<file path="config.mk">
export PLATFORM = sky130hd
export DESIGN_NAME = dmem_port_arbiter
export DESIGN_NICKNAME = d
export VERILOG_FILES = /design/src/rtl/dmem_port_arbiter.sv
export SDC_FILE = /design/constraint.sdc
export NUM_CORES = 1
export LEC_CHECK = 0
export BUFFER_PORTS_ARGS = -buffer_cell sky130_fd_sc_hd__buf_4
export CORE_AREA = 2 2 115 117
export DETAILED_ROUTE_END_ITERATION = 10
export DIE_AREA = 0 0 117 119
export RECOVER_POWER = 25
export REMOVE_ABC_BUFFERS = 1
export SYNTH_ARGS = -nofsm -noshare
export SYNTH_HDL_FRONTEND = slang
export SYNTH_SLANG_ARGS = --single-unit
</file>
<file path="constraint.sdc">
create_clock -name clk -period 1.8 [get_ports clk]
set_clock_uncertainty 0.1 [all_clocks]
set_input_delay 0.09 -clock clk [delete_from_list [all_inputs] [get_ports clk]]
set_output_delay 0.09 -clock clk [all_outputs]
set_load 0.02 [all_outputs]
</file>
<file path="src/rtl/dmem_port_arbiter.sv">
// Data memory port arbiter: pipeline memory stage vs. one external requester.
// Pipeline has priority; a starvation counter forces the external port through.
module dmem_port_arbiter #(
  parameter int unsigned STARVE_MAX = 4
) (
  input  logic        clk,
  input  logic        rst,
  input  logic        MemReqM,
  input  logic        MemWriteM,
  input  logic [31:0] AddrM,
  input  logic [31:0] WDataM,
  output logic [31:0] ReadDataM,
  output logic        StallM,
  input  logic        ext_req,
  input  logic        ext_we,
  input  logic [31:0] ext_addr,
  input  logic [31:0] ext_wdata,
  output logic        ext_gnt,
  output logic        ext_rvalid,
  output logic [31:0] ext_rdata,
  output logic [31:0] A,
  output logic [31:0] WD,
  output logic        WE,
  input  logic [31:0] RD
);

  localparam logic [3:0] StarveMax = 4'(STARVE_MAX);

  logic [3:0]  starve_q, starve_d;
  logic        rvalid_q, rvalid_d;
  logic [31:0] rdata_q, rdata_d;
  logic        force_gnt;
  logic        gnt;

  assign force_gnt = (starve_q == StarveMax);
  // rst is active-low: while asserted nothing may be granted or written
  assign gnt = rst & ext_req & (~MemReqM | force_gnt);

  assign ext_gnt    = gnt;
  assign StallM     = MemReqM & gnt;
  assign ext_rvalid = rvalid_q;
  assign ext_rdata  = rdata_q;
  assign ReadDataM  = RD;

  always_comb begin
    A  = AddrM;
    WD = WDataM;
    WE = rst & MemReqM & MemWriteM;
    if (gnt) begin
      A  = ext_addr;
      WD = ext_wdata;
      WE = ext_we;
    end
  end

  always_comb begin
    starve_d = starve_q;
    if (!ext_req || gnt) begin
      starve_d = 4'd0;
    end else if (starve_q != StarveMax) begin
      starve_d = starve_q + 4'd1;
    end
  end

  always_comb begin
    rvalid_d = gnt & ~ext_we;
    rdata_d  = rdata_q;
    if (gnt && !ext_we) begin
      rdata_d = RD;
    end
  end

  always_ff @(posedge clk or negedge rst) begin
    if (!rst) begin
      starve_q <= 4'd0;
      rvalid_q <= 1'b0;
      rdata_q  <= 32'h0;
    end else begin
      starve_q <= starve_d;
      rvalid_q <= rvalid_d;
      rdata_q  <= rdata_d;
    end
  end

endmodule

</file>
==> impl_metrics.ini, run 1 <==
[global_routing]
met3_usage = 0.0499
grt_overflow = 0
antenna_found_initial = 2
grt_pass1_wl_um = 16400
busiest_layer = met2
grt_pass1_vias = 3006
track_usage = 0.156
grt_max_degree = 45
met1_usage = 0.163
grtUsageMet2 = 0.298

[synth]
yosysWarnings = 0
seq_area_frac_synth = 0.362
synth_top_area_cell = mux2_2
yosysMostFrequentCell = mux2_2
synth_common_cells = mux2_2, dfrtp_1, buf_4
synth_fa_ha_area_frac = 0.00977
synth_top_area_share = 0.418
synth_mux_area_frac = 0.426
synthTopCellsByArea = mux2_2, dfrtp_1, buf_4
async_flop_share = 1.00
synth_xor_area_frac = 0.00342
synth_compound_area_frac = 0.0259
synth.distinct_cells = 24
synth-simple-area-share = 0.0352
synth_seq_cells = 37
netlist_area_um2 = 2560
synth_area_per_cell_um2 = 12.6
synth_edf_count = 0
post_synth_inst_count = 204
synth_ff_type = dfrtp_1
synth_top_family_by_area = multiplexers

[sta]
clock.fmax_mhz = 457
final_hold_viol_count = 9
setup_viol = 100
finalHoldWorstSlack_ps = -2.41
tns_ps = -31430
relSlewSlack = 0.300
setup_slack_ps = -388
rsz0062_at_grt = true
slew_violations = 0
fin_crit_ps = 2190
worst_pin_slew_ps = 1050
fin_crit_sh = 1.22

[clock_network]
ctsHoldBuffers = 32
clock_sinks = 37
clockBufferDepth = 2
h-tree-depth = 2
cts-root-buf = clkbuf_16
clock_latency_ps = 280
clk_pin_slew_ps = 60
cts_tree = built
numCtsBuffers = 5

[finish]
syn_to_final_growth_pct = 140
nets = 695
final_core_util = 0.477
design_area_um2 = 6140
nFillCells = 1126
drive_gt1_frac = 0.827

[routing]
vias_per_cell = 4.08
drt-initial-drc-count = 62
wl_um = 12600
wl_per_cell_um = 17.8
dr_total_vias = 2878
drc = 0
firstDrtPassIters = 4
antenna_left = 0

[floorplan]
die_height_um = 119
die_area_um2 = 13900
rows = 42
num_io_pins = 298
die_x_um = 117
start_util = 0.199
coreArea_um2 = 12900

[critical_path]
crit_fanout = 12
cp.required_ps = 1610
cp.arrival_ps = 2000
cp-start-kind = register
crit_type = reg2out
endpoint_kind = output pin

[power_and_ir_drop]
power.leakage_nw = 3.11
power_w = 0.00399
vdd_drop_max_mv = 0.325
power.density_nw_per_um2 = 650

[placement]
gp_congestion = 0.855
post_dp_cell_area_um2 = 4800
io_buffers = 297
hpwl_um = 8750

[status]
run_status = finished with violations
violations = hold timing, setup timing

[job]
max-cap-violations = 0

[hold_path]
holdCritPathClass = in2async
==> cells in the final DEF (no fill, tap or decap), types with 2 or more instances in the layout <==
cell type	netlist	final
mux2_4	0	80
inv_2	0	2
nand3_1	3	3
buf_4	33	248
dfrtp_1	37	37
buf_12	0	3
nand2_1	3	2
clkbuf_16	0	10
buf_6	8	64
mux2_2	95	16
or3_1	2	2
diode_2	0	2
a21oi_1	4	3
dlygate4sd3_1	0	32
buf_16	0	4
==> final timing paths <==
check                                      to  slack (ps)          start  cells after the start
worst max-delay path                   WD[26]        -390    starve_q[1]                      8
worst min-delay path              starve_q[2]          -2            rst                      2
worst max register to register   ext_rdata[9]        -330    starve_q[1]                      9
worst min register to register  ext_rdata[17]         410  ext_rdata[17]                      1
max in group asynchronous       ext_rdata[19]         960            rst                      2
min in group clk                  starve_q[1]          40        ext_req                      3
==> cell type report <==
type                       count  area (µm²)  share of cell area
timing repair buffer         358        3220               0.524
antenna                        2        5.00            0.000815
multi-input combinational    122        1610               0.263
clock buffer                   7         143              0.0232
inverter                       3        11.3             0.00183
sequential                    37         926               0.151
tap                          176         220              0.0359
==> layer usage <==
| layer | share of wire | vias up |
|---|---|---|
| li1 | - | 1346 |
| met1 | 0.35 | 1371 |
| met2 | 0.55 | 156 |
| met3 | 0.091 | 5 |
| met4 | 0.0068 | 0 |
| met5 | 0 | - |
==> critical path, stage by stage, from the launching register on <==
cell       delay (ps)
dfrtp_1           390
inv_2              90
ha_4              150
nand3b_4           90
a21oi_4           150
buf_12            180
clkbuf_16         190
mux2_2            350
buf_6             130
==> registers in the layout, summed over array words and instances (netlist names) <==
register / flops
ext_rdata: 32
ext_rvalid: 1
starve_q: 4
==> power by group <==
group	internal (W)	switching, W	leakage [nW]	total [W]
combinational	0.00118	0.000853	2.58	0.00203
sequential	0.00101	0.0000973	0.451	0.00111
clock	0.000543	0.000311	0.0700	0.000854
==> timing repair <==
item                       in CTS  in global routing
setup endpoints to repair      99                 98
gates cloned                    3                  5
resized for setup              66                 92
buffers inserted                7                  4
hold endpoints to repair       69                 37
pin swaps                       3                  2
==> kinds of logic (layout without fill, tap and decap cells) <==
group / Yosys count / after routing
multiplexers: 97 / 97
AO/OA/AOI/OAI: 8 / 8
XOR/XNOR: 1 / 1
flip-flops: 37 / 37
AND/OR/NAND/NOR: 14 / 14
adder cells (fa/ha/maj): 2 / 2
other: 0 / 2
buffers and inverters: 45 / 368
==> metrics by stage <==
stage	instances	worst slack (ps)	hold slack, ps
after CTS	695	-407	-187
final	705	-388	-2.41
after global routing	704	-453	57.2
after detailed placement	646	-267	111
after floorplan	162	-3320	-306
after global placement	646	-238	102
No activity file was read; power rests on OpenSTA's default activity.
==> run 2: changes to the inputs <==
PLACE_DENSITY_LB_ADDON = 0.12   (was unset)
==> impl_metrics.ini, run 2 (synthesis gave the netlist of run 1 again) <==
[routing]
dr_total_vias = 2839
wl_um = 12700
wl_per_cell_um = 18.1
antenna_left = 0
firstDrtPassIters = 4
vias_per_cell = 4.04
drc = 0
drt-initial-drc-count = 62

[finish]
nFillCells = 1211
instances_no_fill = 703
mostFrequentLayoutCells = buf_4, buf_6, mux2_4, mux2_2, dfrtp_1
nets = 694
drive_gt1_frac = 0.831
seqCellArea_um2 = 926
design_area_um2 = 6030
multi_input_area_um2 = 1490
diodes = 0
layout_commonest_cell = buf_4
largest_reg_flops = 32
syn_to_final_growth_pct = 135

[sta]
rsz0062_at_grt = true
setup_viol = 98
finalHoldWorstSlack_ps = -193
setup_slack_ps = -382
fin_crit_sh = 1.21
clock.fmax_mhz = 458
fin_crit_ps = 2180
relSlewSlack = 0.629
final_hold_viol_count = 37
worst_pin_slew_ps = 556
slew_violations = 0

[critical_path]
crit_type = reg2out
crit_fanout = 13
cp-start-kind = register
endpoint_kind = output pin
cp.arrival_ps = 1990
cp.required_ps = 1610

[power_and_ir_drop]
power.density_nw_per_um2 = 642
vdd_drop_max_mv = 0.301
power.leakage_nw = 3.01

[global_routing]
grt_pass1_vias = 3070
grt_overflow = 0
antenna_found_initial = 0
track_usage = 0.167
grt_max_degree = 45
grt_pass1_wl_um = 17200

[placement]
io_buffers = 297
post_dp_cell_area_um2 = 4800
gp_congestion = 0.745
hpwl_um = 9400
dp.cells = 646

[status]
run_status = finished with violations
violations = hold timing, setup timing

[clock_network]
cts_tree = built
clockBufferDepth = 2
clock_latency_ps = 280
ctsHoldBuffers = 32
h-tree-depth = 2
cts-root-buf = clkbuf_16
numCtsBuffers = 5
clk_pin_slew_ps = 60
clock_sinks = 37

[floorplan]
start_util = 0.199
die_height_um = 119
coreArea_um2 = 12900
rows = 42
die_x_um = 117
die_area_um2 = 13900
num_io_pins = 298

[hold_path]
holdCritPathClass = in2async

[job]
max-cap-violations = 0
==> run 2: cell types whose count changed in the layout (fill, tap and decap cells not counted), sizes merged <==
cell | before | now
buf | 320 | 323
clkinv | 0 | 2
diode | 2 | 0
clkbuf | 13 | 8
==> run 2: path summary, 6_finish.rpt <==
kind                       slack (ps)            end  depth (start not counted)    startpoint
setup / recovery                 -380         WD[24]                          8   starve_q[0]
hold / removal                   -190    starve_q[2]                          2           rst
setup reg to reg                 -240  ext_rdata[20]                          9   starve_q[0]
hold reg to reg                   410   ext_rdata[7]                          1  ext_rdata[7]
max in group asynchronous        1420  ext_rdata[13]                          2           rst
min in group clk                   50    starve_q[0]                          3       ext_req
==> run 2: where the power goes <==
| part | switching, W | internal (W) |
|---|---|---|
| clock network | 0.000328 | 0.000508 |
| registers | 0.0000881 | 0.00101 |
| logic | 0.000847 | 0.00109 |
==> run 2: stage by stage <==
step	TNS, ps	worst slack, ps	hold slack [ps]	util	total power, W
floorplan	-234740	-3320	-306	-	0.00181
global placement	-15950	-197	120	0.373	0.00277
detailed placement	-16520	-198	126	0.373	0.00278
CTS	-28890	-411	-180	0.453	0.00388
global route	-35790	-470	-151	0.468	0.00409
finish	-28040	-382	-193	0.468	0.00387
==> run 2: critical path, stage by stage (launching register included) <==
cell	delay (ps)
dfrtp_1	380
inv_2	80
ha_4	150
nand3b_4	90
a21oi_4	150
buf_12	190
buf_16	160
mux2_2	340
buf_4	160
==> run 2: metal layers <==
metal | track usage | routed length, µm | vias to the layer above
li1 | - | - | 1343
met5 | 0 | 0 | -
met1 | 0.169 | 4410 | 1301
met3 | 0.0707 | 1510 | 16
met2 | 0.309 | 6600 | 179
met4 | 0.0449 | 222 | 0
==> run 2: what timing repair did <==
action	4_1_cts	5_1_grt
buffers inserted	6	3
setup endpoints to repair	98	99
cloned	6	3
gates resized for setup	95	31
endpoints found under the hold margin	69	37
pin swaps	4	2
==> run 2: area by class of cell <==
cell class	instances	area share
sequential	37	0.154
inverter	3	0.00187
clock inverter	2	0.00166
tap	176	0.0365
multi-input combinational	122	0.248
clock buffer	6	0.0214
timing repair buffer	357	0.537
